`config.mk`:
```
export PLATFORM = sky130hd
export DESIGN_NAME = vga_px_arbiter
export DESIGN_NICKNAME = d
export VERILOG_FILES = /design/src/rtl/vga_px_arbiter.sv
export SDC_FILE = /design/constraint.sdc
export NUM_CORES = 1
export LEC_CHECK = 0
export CAP_MARGIN = 25
export CORE_UTILIZATION = 27
export DETAILED_ROUTE_END_ITERATION = 6
export PLACE_DENSITY = 0.94
export SYNTH_ARGS = -nofsm -noshare
export SYNTH_HDL_FRONTEND = slang
export SYNTH_SLANG_ARGS = --single-unit
```
`constraint.sdc`:
```
create_clock -name clk -period 2.3 [get_ports clk]
set_input_delay 0.46 -clock clk [delete_from_list [all_inputs] [get_ports clk]]
set_output_delay 0.46 -clock clk [all_outputs]
set_load 0.05 [all_outputs]
```
`src/rtl/vga_px_arbiter.sv`:
```
// Arbitrates two pixel-write requesters onto one pixel master: 1-cycle grant latency, slave stalls pass straight back to the granted requester.
// Round-robin when both request; define VGA_PX_ARB_FIXED_PRIO_EN to always favour port 0 instead.
module vga_px_arbiter #(
    parameter int ADDR_W = 32,
    parameter int DATA_W = 16
) (
    input  logic              clk,
    input  logic              reset,
    input  logic [ADDR_W-1:0] r0_address,
    input  logic              r0_write,
    input  logic [DATA_W-1:0] r0_writedata,
    output logic              r0_waitrequest,
    input  logic [ADDR_W-1:0] r1_address,
    input  logic              r1_write,
    input  logic [DATA_W-1:0] r1_writedata,
    output logic              r1_waitrequest,
    output logic [ADDR_W-1:0] vga_px_address,
    output logic              vga_px_write,
    output logic [DATA_W-1:0] vga_px_writedata,
    input  logic              vga_px_waitrequest,
    output logic [1:0]        grant_export,
    output logic [7:0]        xfer_count
);

    typedef enum logic [1:0] {
        IDLE   = 2'd0,
        GRANT0 = 2'd1,
        GRANT1 = 2'd2
    } state_t;

    state_t     state_q;
    logic [1:0] grant_q;
    logic [7:0] xfer_count_q;
    logic       pick1;

`ifdef VGA_PX_ARB_FIXED_PRIO_EN
    assign pick1 = ~r0_write;
`else
    logic last_grant_q;

    assign pick1 = (r0_write & r1_write) ? ~last_grant_q : ~r0_write;
`endif

    // last_grant tracks every winner, so a port stalled behind a foreign transfer wins the next tie.
    always_ff @(posedge clk or posedge reset) begin
        if (reset) begin
            state_q      <= IDLE;
            grant_q      <= 2'b00;
            xfer_count_q <= 8'd0;
`ifndef VGA_PX_ARB_FIXED_PRIO_EN
            last_grant_q <= 1'b1;
`endif
        end else begin
            case (state_q)
                IDLE: begin
                    if (r0_write | r1_write) begin
                        if (pick1) begin
                            state_q <= GRANT1;
                            grant_q <= 2'b10;
                        end else begin
                            state_q <= GRANT0;
                            grant_q <= 2'b01;
                        end
`ifndef VGA_PX_ARB_FIXED_PRIO_EN
                        last_grant_q <= pick1;
`endif
                    end
                end
                GRANT0: begin
                    if (!r0_write || !vga_px_waitrequest) begin
                        state_q <= IDLE;
                        grant_q <= 2'b00;
                        if (r0_write) begin
                            xfer_count_q <= xfer_count_q + 8'd1;
                        end
                    end
                end
                GRANT1: begin
                    if (!r1_write || !vga_px_waitrequest) begin
                        state_q <= IDLE;
                        grant_q <= 2'b00;
                        if (r1_write) begin
                            xfer_count_q <= xfer_count_q + 8'd1;
                        end
                    end
                end
                default: begin
                    state_q <= IDLE;
                    grant_q <= 2'b00;
                end
            endcase
        end
    end

    always_comb begin
        vga_px_address   = '0;
        vga_px_write     = 1'b0;
        vga_px_writedata = '0;
        r0_waitrequest   = 1'b1;
        r1_waitrequest   = 1'b1;
        case (state_q)
            GRANT0: begin
                vga_px_address   = r0_address;
                vga_px_write     = r0_write;
                vga_px_writedata = r0_writedata;
                r0_waitrequest   = vga_px_waitrequest;
            end
            GRANT1: begin
                vga_px_address   = r1_address;
                vga_px_write     = r1_write;
                vga_px_writedata = r1_writedata;
                r1_waitrequest   = vga_px_waitrequest;
            end
            default: ;
        endcase
    end

    assign grant_export = grant_q;
    assign xfer_count   = xfer_count_q;

endmodule

```
==> flow_metrics.env <==
export IMPL_fillCellCount=249
export IMPL_critical_path_max_stage_delay_ns=0.41
export IMPL_cp_depth=6
export IMPL_grt_overflow=0
export IMPL_max_freq_ghz=0.458
export IMPL_cpMaxStageDelayCell="dfrtp_2"
export IMPL_synth_fa_ha_area_share_pct=4.58
export IMPL_ioPinCount=162
export IMPL_syn_area_mm2=0.00137
export IMPL_n_antenna_cell=0
export IMPL_fin_util_pct=82.9
export IMPL_setup_ws_ns=0.115
export IMPL_dieArea_mm2=0.00534
export IMPL_ys_types=26
export IMPL_fp_coreArea_mm2=0.00479
export IMPL_yosys_warnings=0
export IMPL_mostFrequentLayoutCell="clkdlybuf4s50_1"
export IMPL_critPathKind="flip-flop to primary output"
export IMPL_cts_tree="built"
export IMPL_slew_headroom_pct=66.3
export IMPL_vias=2051
export IMPL_grt_first_pass_wirelength_mm=10.4
export IMPL_synth_compound_area_share_pct=33.4
export IMPL_cap_violations=0
export IMPL_synth_area_mux_share_pct=0.825
export IMPL_min_period_ns=2.18
export IMPL_crit_buf_inv=3
export IMPL_root_buffer="clkbuf_8"
export IMPL_final_layout_size_suffix_gt1_share_pct=35.0
export IMPL_hp_start="xfer_count[7]$_DFFE_PP0P_"
export IMPL_synthesis_nets=282
export IMPL_crit_chain="inv_1 > ha_2 > buf_6 > a22oi_1 > nor2b_4 > buf_12"
export IMPL_die_h_um=73.1
export IMPL_synth_simple_area_share_pct=30.1
export IMPL_portBuffers=161
export IMPL_yosysSeqAreaShare_pct=20.3
export IMPL_clock_latency_ns=0.24
export IMPL_dp_slack_ns=0.209
export IMPL_rsz0062_at_grt="no"
export IMPL_ys_ff_latch=11
export IMPL_r2r_start="grant_export[1]$_DFFE_PP0P_"
export IMPL_clk_path_buf_depth=2
export IMPL_outcome="finished, final reports clean"
export IMPL_final_hold_viol_count=0
export IMPL_worstMarginPinSlew_ns=0.504
export IMPL_r2r_worst_path_cells=6
export IMPL_synth_xor_area_share_pct=4.49
export IMPL_cts_reportedPaths_clkPinSlew_ns=0.06
export IMPL_grt_pass1_vias=2164
export IMPL_timing_hold_ws_ns=0.465
export IMPL_power_density_mw_per_mm2=1290
export IMPL_postCtsHoldBufs=0
export IMPL_finalSetupViolations=0
export IMPL_leakage_nw=1.51
export IMPL_detail_route_antenna_nets=0
export IMPL_synth_cells=176
export IMPL_holdPathStages=1
export IMPL_place_gp_congestion=0.870
export IMPL_cp_max_fo=21
export IMPL_cts_buffers=3
export IMPL_synth_top_family_by_area="compound AO/OA/AOI/OAI gates"
export IMPL_vdd_drop_max_mv=0.919
export IMPL_critPathLaunch="grant_export[1]$_DFFE_PP0P_"
export IMPL_required_ns=1.84
export IMPL_layout_common_cells="clkdlybuf4s50_1 (110), buf_12 (53), a22oi_1 (49)"
export IMPL_routedWlPerCell_um=17.7
export IMPL_rows=25
export IMPL_critPathTopFamily="buffers and inverters"
export IMPL_cp_arrival_ns=1.72
export IMPL_grt_max_degree=37
export IMPL_routed_wl_mm=7.05
export IMPL_syn_to_final_growth_pct=191
export IMPL_report_final_slew_viol_count=0
export IMPL_startpoint_type="flip-flop"
export IMPL_first_iter_violations=49
export IMPL_end_kind="primary output"
export IMPL_fin_crit_sh_pct=95.0
export IMPL_fp_dieW_um=73.1
export IMPL_drt_first_pass_iters=4
export IMPL_tns_ns=0
export IMPL_start_util_pct=28.5
export IMPL_clock_sinks=11
export IMPL_grtUsageTotal_pct=25.5
export IMPL_routed_via_density=5.15
export IMPL_antenna_found_initial=0
export IMPL_finalNetCount=438
export IMPL_dp_hpwl_mm=5.73
export IMPL_synth_avg_cell_area_um2=7.76
export IMPL_h_tree_depth=1
export IMPL_final_setup_skew_ns=0.00637
export IMPL_drc=0
export IMPL_hold_class="flip-flop to flip-flop"
routing by layer:
metal | up-vias | track usage [%] | routed length, µm | part of all wire, %
met2 | 125 | 50.5 | 3840 | 55
met5 | - | 0 | 0 | 0
met4 | 0 | 8.50 | 240 | 3.4
met1 | 947 | 24.7 | 2330 | 33
li1 | 957 | - | - | -
met3 | 22 | 7.60 | 636 | 9.0
cells in the mapped netlist:
library cell  instances  share of area [%]
a211o_1               1               0.64
a211oi_1              2                1.1
a21boi_1              1               0.55
a21oi_1               6                2.2
a22oi_1              49                 27
a31oi_1               1               0.46
and2_4                1               0.64
and3_1                1               0.46
buf_1                 1               0.27
buf_2                 4                1.5
clkbuf_1             12                3.3
dfrtp_1              10                 18
dfstp_2               1                1.9
ha_1                  5                4.6
inv_1                 5                1.4
mux2_1                1               0.82
nand2_1               4                1.1
nand2b_1              3                1.4
nand3_1               3                1.1
nand4_1               4                1.8
nand4b_1              1               0.64
nor2b_1              50                 23
o211ai_1              1               0.55
o22ai_1               2               0.92
xnor2_1               1               0.64
xor2_1                6                3.8
flip-flops by register name, indices dropped and copies added (netlist names):
name	cells
xfer_count	8
grant_export	2
last_grant_q	1
power breakdown:
part	leakage (nW)	switching, mW	total (mW)	internal (mW)
registers	0.138	0.0842	0.354	0.270
logic	1.35	2.33	4.55	2.23
clock network	0.0228	0.0790	0.201	0.122
layout make-up:
| class | count | area [µm²] | area share, % |
|---|---|---|---|
| repair buffers | 168 | 2200 | 55.5 |
| multi-input cells | 143 | 1340 | 33.7 |
| flip-flops and latches | 11 | 279 | 7.03 |
| well taps | 67 | 83.8 | 2.11 |
| clock buffers | 4 | 45.0 | 1.13 |
| inverters | 5 | 18.8 | 0.473 |
stage by stage:
step / cells / power [mW] / cell area [µm²]
global route: 398 / 5.32 / 3970
detailed placement: 393 / 4.90 / 3900
CTS: 397 / 5.13 / 3960
global placement: 393 / 4.80 / 3900
finish: 398 / 5.11 / 3970
floorplan: 176 / 3.04 / 1690
logic make-up after synthesis:
kind of cell,count (synthesis)
AOI/OAI and AO/OA,63
xor gates and xnor gates,7
adders and majority gates,5
buffers and inverters,22
DFF,11
muxes,1
and+or+nand+nor,67
worst register-to-register path, cell delays in order (launching register included):
cell and delay (ns):
dfrtp_2 0.44, inv_1 0.11, ha_2 0.23, buf_6 0.21, a211o_1 0.24, and2_4 0.19
mux2_1 0.32
repair_timing:
item | 4_1_cts | 5_1_grt
setup endpoints to repair | 25 | 8
gates cloned | 0 | 0
hold endpoints to repair | 0 | 0
resized for setup | 1 | 1
pin swaps | 0 | 1
setup buffers | 0 | 1
worst paths after layout:
check	endpoint	slack, ns
setup / recovery	vga_px_writedata[7]	0.12
hold / removal	xfer_count[7]$_DFFE_PP0P_	0.47
setup reg to reg	xfer_count[1]$_DFFE_PP0P_	0.43
hold reg to reg	xfer_count[7]$_DFFE_PP0P_	0.47
max in group asynchronous	last_grant_q$_DFFE_PP1P_	1.43
min in group asynchronous	grant_export[1]$_DFFE_PP0P_	0.55
(Power assumes the default switching activity.)
